### src/rtl/pu_layer_param_server.sv
// pu_layer_param_server
// Responds to PU layer requests with the stored per-layer parameter record,
// a last-layer flag and a range-error flag. The host writes the layer table
// and the layer count through the configuration port at any time.
module pu_layer_param_server #(
  parameter int LAYER_PARAM_WIDTH = 10,
  parameter int MAX_LAYERS        = 64,
  parameter int LAYER_ADDR_W      = 6
) (
  input  logic                           clk,
  input  logic                           reset,
  input  logic                           cfg_wr_en,
  input  logic [LAYER_ADDR_W-1:0]        cfg_wr_addr,
  input  logic [4*LAYER_PARAM_WIDTH-1:0] cfg_wr_data,
  input  logic                           cfg_num_layers_we,
  input  logic [LAYER_PARAM_WIDTH-1:0]   cfg_num_layers,
  input  logic                           req_valid,
  output logic                           req_ready,
  input  logic [LAYER_ADDR_W-1:0]        req_layer,
  output logic                           rsp_valid,
  input  logic                           rsp_ready,
  output logic [4*LAYER_PARAM_WIDTH-1:0] rsp_params,
  output logic                           rsp_last,
  output logic                           rsp_err,
  output logic                           busy,
  output logic [LAYER_PARAM_WIDTH-1:0]   rsp_count
);

  localparam int REC_W = 4 * LAYER_PARAM_WIDTH;
  localparam logic [LAYER_PARAM_WIDTH-1:0] MAX_LAYERS_V = LAYER_PARAM_WIDTH'(MAX_LAYERS);
  localparam logic [LAYER_PARAM_WIDTH-1:0] ONE_V        = LAYER_PARAM_WIDTH'(1);

  typedef enum logic [1:0] {
    IDLE = 2'd0,
    READ = 2'd1,
    RESP = 2'd2
  } state_t;

  state_t state;
  state_t state_next;

  logic [REC_W-1:0]             layer_table [MAX_LAYERS];
  logic [LAYER_PARAM_WIDTH-1:0] num_layers;
  logic [LAYER_PARAM_WIDTH-1:0] num_eff;
  logic [LAYER_PARAM_WIDTH-1:0] req_layer_ext;
  logic                         req_err_now;
  logic                         req_last_now;
  logic                         accept;
  logic                         handshake;
  logic [LAYER_ADDR_W-1:0]      lat_layer;
  logic                         lat_err;
  logic                         lat_last;

  assign accept        = (state == IDLE) && req_valid;
  assign handshake     = (state == RESP) && rsp_ready;
  assign req_ready     = (state == IDLE);
  assign busy          = (state != IDLE);
  assign rsp_valid     = (state == RESP);
  assign req_layer_ext = LAYER_PARAM_WIDTH'(req_layer);

  // Clamp the layer count to the table depth and classify the incoming index.
  always_comb begin
    num_eff      = num_layers;
    req_err_now  = 1'b1;
    req_last_now = 1'b0;
    if (num_layers > MAX_LAYERS_V) begin
      num_eff = MAX_LAYERS_V;
    end else begin
      num_eff = num_layers;
    end
    req_err_now = (req_layer_ext >= num_eff);
    if (!req_err_now) begin
      req_last_now = (req_layer_ext == (num_eff - ONE_V));
    end else begin
      req_last_now = 1'b0;
    end
  end

  // Next-state logic for the request/response sequencer.
  always_comb begin
    state_next = state;
    case (state)
      IDLE: begin
        if (req_valid) begin
          state_next = READ;
        end else begin
          state_next = IDLE;
        end
      end
      READ: state_next = RESP;
      RESP: begin
        if (rsp_ready) begin
          state_next = IDLE;
        end else begin
          state_next = RESP;
        end
      end
      default: state_next = IDLE;
    endcase
  end

  // State register.
  always_ff @(posedge clk) begin
    if (reset) begin
      state <= IDLE;
    end else begin
      state <= state_next;
    end
  end

  // Layer table; contents survive reset, and a same-cycle write is seen only by later reads.
  always_ff @(posedge clk) begin
    if (cfg_wr_en) begin
      layer_table[cfg_wr_addr] <= cfg_wr_data;
    end
  end

  // Layer count register; a request accepted in the same cycle still sees the old count.
  always_ff @(posedge clk) begin
    if (reset) begin
      num_layers <= '0;
    end else if (cfg_num_layers_we) begin
      num_layers <= cfg_num_layers;
    end
  end

  // Capture the request index and its range/last classification on acceptance.
  always_ff @(posedge clk) begin
    if (reset) begin
      lat_layer <= '0;
      lat_err   <= 1'b0;
      lat_last  <= 1'b0;
    end else if (accept) begin
      lat_layer <= req_layer;
      lat_err   <= req_err_now;
      lat_last  <= req_last_now;
    end
  end

  // Load the response registers at the end of the READ cycle; hold them otherwise.
  always_ff @(posedge clk) begin
    if (reset) begin
      rsp_params <= '0;
      rsp_last   <= 1'b0;
      rsp_err    <= 1'b0;
    end else if (state == READ) begin
      rsp_params <= lat_err ? '0 : layer_table[lat_layer];
      rsp_last   <= lat_last;
      rsp_err    <= lat_err;
    end
  end

  // Count completed response handshakes, wrapping naturally.
  always_ff @(posedge clk) begin
    if (reset) begin
      rsp_count <= '0;
    end else if (handshake) begin
      rsp_count <= rsp_count + ONE_V;
    end
  end

endmodule

### config.mk
export PLATFORM = sky130hd
export DESIGN_NAME = pu_layer_param_server
export DESIGN_NICKNAME = d
export VERILOG_FILES = /design/src/rtl/pu_layer_param_server.sv
export SDC_FILE = /design/constraint.sdc
export NUM_CORES = 2
export LEC_CHECK = 0
export ABC_AREA = 1
export BUFFER_PORTS_ARGS = -buffer_cell sky130_fd_sc_hd__buf_2
export CORE_MARGIN = 1.5
export CORE_UTILIZATION = 40
export CTS_CLUSTER_SIZE = 8
export DETAILED_ROUTE_END_ITERATION = 10
export PLACE_DENSITY = 0.57
export SLEW_MARGIN = 20
export SYNTH_ARGS = -nofsm -noshare
export SYNTH_HDL_FRONTEND = slang
export SYNTH_SLANG_ARGS = --single-unit
### constraint.sdc
create_clock -name clk -period 7.61 [get_ports clk]
set_input_delay 0.761 -clock clk [delete_from_list [all_inputs] [get_ports clk]]
set_output_delay 0.761 -clock clk [all_outputs]
set_load 0.1 [all_outputs]
==> impl_metrics.json <==
{
  "status": "finished clean",
  "hold_slack_ps": 77.0,
  "synth.yosys.seq_area_share_pct": 74.2,
  "postCtsHoldBufs": 0,
  "yosysTopAreaCell": "edfxtp_1",
  "yosysMostFrequentCell": "nand2_1",
  "cts_max_level": 5,
  "fin_crit_sh_pct": 51.3,
  "path_clk_slew_ps": 50,
  "grt_pass1_wl_um": 478000,
  "hold_violations": 0,
  "ir_drop_mv": 0.208,
  "viasPerCell": 5.61,
  "synth_area_leaders": "edfxtp_1 (73%), nand3_1 (11%), nand2_1 (11%)",
  "fmax_ghz": 0.256,
  "setup_violations": 0,
  "reg2reg_slack_ps": 3710,
  "r2r_end": "rsp_params[25]",
  "max_cap_violations": 0,
  "rsz0062_at_grt": "false",
  "ys_seq_elements": 2638,
  "worst-path-buf-inv": 2,
  "ioPinCount": 123,
  "clockRootBuffer": "clkbuf_16",
  "antenna_found_initial": 21,
  "max-slew-margin-rel_pct": 20.5,
  "dpl.hpwl_um": 169000,
  "slowest_delay_ps": 920,
  "rows": 188,
  "p_leak_nw": 42.5,
  "ctsResizeCount": 0,
  "pwr-share-seq_pct": 47.3,
  "fin_worst_skew_ps": 67.8,
  "cpMostUsedCell": "nand2_1",
  "synth_edf_count": 2560,
  "grt_use_total_pct": 24.6,
  "design_area_mm2": 0.121,
  "fin_util_pct": 45.9,
  "cp.required_ps": 8490,
  "numPlacedInstances": 12100,
  "min_from": "cfg_num_layers[0]",
  "synth_area_mm2": 0.106,
  "place_area_mm2": 0.110,
  "worst_pin_slew_ps": 1190,
  "dr_total_vias": 71200,
  "nets": 9068,
  "grt_max_degree": 178,
  "worst_ep_arrival_time_ps": 4790,
  "setup-tns-final_ps": 0,
  "initialDrtViolationCount": 8636,
  "grt_pass1_vias": 67100,
  "area_growth_syn_to_layout_pct": 14.1,
  "wl_met2_um": 153000,
  "cp-start-kind": "flip-flop",
  "wl_um": 333000,
  "drc": 0,
  "die-area_mm2": 0.267,
  "final_antenna_net_count": 0,
  "initial_utilization_pct": 40.2,
  "numCtsBuffers": 381,
  "fin_crit_ps": 3900,
  "p_sw_mw": 8.25,
  "cts.path.max_buffers": 4,
  "synth_nets": 8948,
  "wl_met3_um": 29200,
  "cp_top_family": "buffers and inverters",
  "path_cells": "buf_12 -> buf_4 -> nand2_1 -> nand3_1 -> nand3_1 -> nand3_1 -> nand2_1 -> nand2_1 -> nand2_1 -> nand2_1 -> nand3_1 -> a21oi_1",
  "gp_congestion": 0.833,
  "clkPwrFrac_pct": 44.1,
  "yosysWarnings": 0,
  "postCtsSetupBuffers": 0,
  "first_pass_iters": 8,
  "io_buffers": 122,
  "power_density_mw_per_mm2": 284,
  "async_flop_share_pct": 0,
  "critPathSlowestCell": "buf_4",
  "sw_frac_of_total_pct": 24.1,
  "ys_types": 26,
  "clock_latency_ps": 980,
  "post-place-ws_ps": 3520,
  "reg2reg_depth": 12,
  "p_int_mw": 26.0,
  "dieWidth_um": 517,
  "synth_ff_type": "edfxtp_1",
  "wl_met1_um": 138000,
  "wl_per_cell_um": 26.2,
  "stdcell_count": 12700,
  "routed.top_layer": "met5",
  "cts_tree": "yes",
  "hold_end": "num_layers[0]",
  "report.final.slew_viol_count": 0,
  "criticalPathCategory": "flip-flop to flip-flop",
  "avgSynthCellArea_um2": 11.9,
  "fillers": 23500,
  "clock_sinks": 2638,
  "min_path_cells": 3,
  "fp.coreArea_mm2": 0.263,
  "combPwrFrac_pct": 8.6,
  "grt-ovfl-total": 0,
  "ys_top_cells_by_count": "nand2_1 (3,026), edfxtp_1 (2,560), nand3_1 (2,355), buf_2 (330), clkbuf_1 (154)",
  "hold_class": "input port to flip-flop",
  "cp_max_fo": 134,
  "power_mw": 34.2,
  "synth_top_area_share_pct": 72.8,
  "drive_above_1_share_pct": 8.63,
  "die_h_um": 517,
  "end_kind": "flip-flop",
  "synthCells": 8872,
  "worst_slack_ps": 3710
}
## worst min-delay path: stages
cell and delay, ps:
buf_2 70, nor2_1 30, nor2_1 90
## worst max-delay path by stage
| stage | cells after the start | to | start |
|---|---|---|---|
| after global placement | 5 | layer_table[62][13] | cfg_wr_addr[0] |
| after floorplan | 3 | layer_table[48][0] | cfg_wr_en |
| after CTS | 11 | rsp_params[16] | flip-flop |
| after global routing | 12 | rsp_params[25] | flip-flop |
| after detailed placement | 5 | layer_table[62][22] | cfg_wr_addr[0] |
| final | 12 | rsp_params[25] | flip-flop |
## logic make-up after synthesis
logic type      after synthesis  share of synthesized area, %
xor+xnor                      4                        0.0332
compound gates               83                         0.399
simple gates               5512                          22.4
fa+ha+maj                     8                        0.0947
buf+inv                     627                          2.80
flops                      2638                          74.2
## routing by layer
metal,track usage [%],vias to the layer above
met4,9.31,8
met2,38.7,3437
met3,4.19,642
li1,-,31600
met5,0,-
met1,34.2,35500
## area by class of cell
cell class | count | area [um2] | share of cell area [%]
diodes | 9 | 22.5 | 0.0187
clock buffers | 545 | 10300 | 8.50
clock inverters | 12 | 165 | 0.137
inverters | 50 | 220 | 0.183
multi-input cells | 5607 | 24700 | 20.5
flip-flops and latches | 2638 | 78500 | 65.1
well taps | 3515 | 4400 | 3.65
repair buffers | 314 | 2340 | 1.94
## power groups by stage
| stage | logic (mW) | clock network [mW] | registers (mW) |
|---|---|---|---|
| floorplan | 1.68 | 0 | 16.5 |
| global placement | 2.90 | 0 | 16.4 |
| detailed placement | 2.92 | 0 | 16.4 |
| global route | 3.19 | 15.8 | 16.2 |
| CTS | 2.93 | 15.3 | 16.2 |
| finish | 2.95 | 15.1 | 16.2 |
## registers in the layout, indices dropped and copies added (netlist names), named ones only
name         cells
layer_table   2560
rsp_params      40
num_layers      10
rsp_count       10
lat_layer        6
state            2
lat_err          1
lat_last         1
rsp_err          1
rsp_last         1
## layout by cell type, fill, tap and decap left out
cell type,synthesis,layout
nor2_4,0,57
buf_2,330,120
nand3b_1,1,1
inv_1,42,41
nand3_1,2355,2355
diode_2,0,9
clkbuf_1,154,159
clkinv_4,0,1
o21a_1,1,1
clkinv_1,2,2
clkinv_8,0,3
buf_12,0,23
clkbuf_16,0,386
clkinvlp_4,0,1
inv_4,0,1
dfxtp_4,0,6
dfxtp_1,78,72
a21oi_1,57,57
a31oi_1,1,1
xor2_1,1,1
o21ai_0,23,23
nor2_1,102,45
inv_16,0,2
edfxtp_1,2560,2560
nand2_1,3026,3026
nor4_2,0,8
bufinv_16,0,1
nand4_1,13,13
xnor2_1,3,3
nor3_1,6,6
buf_4,47,171
inv_6,0,3
o211ai_1,1,1
nor3_2,1,1
inv_8,0,4
ha_1,8,8
inv_2,6,3
Power figures use the tool's default switching activity.
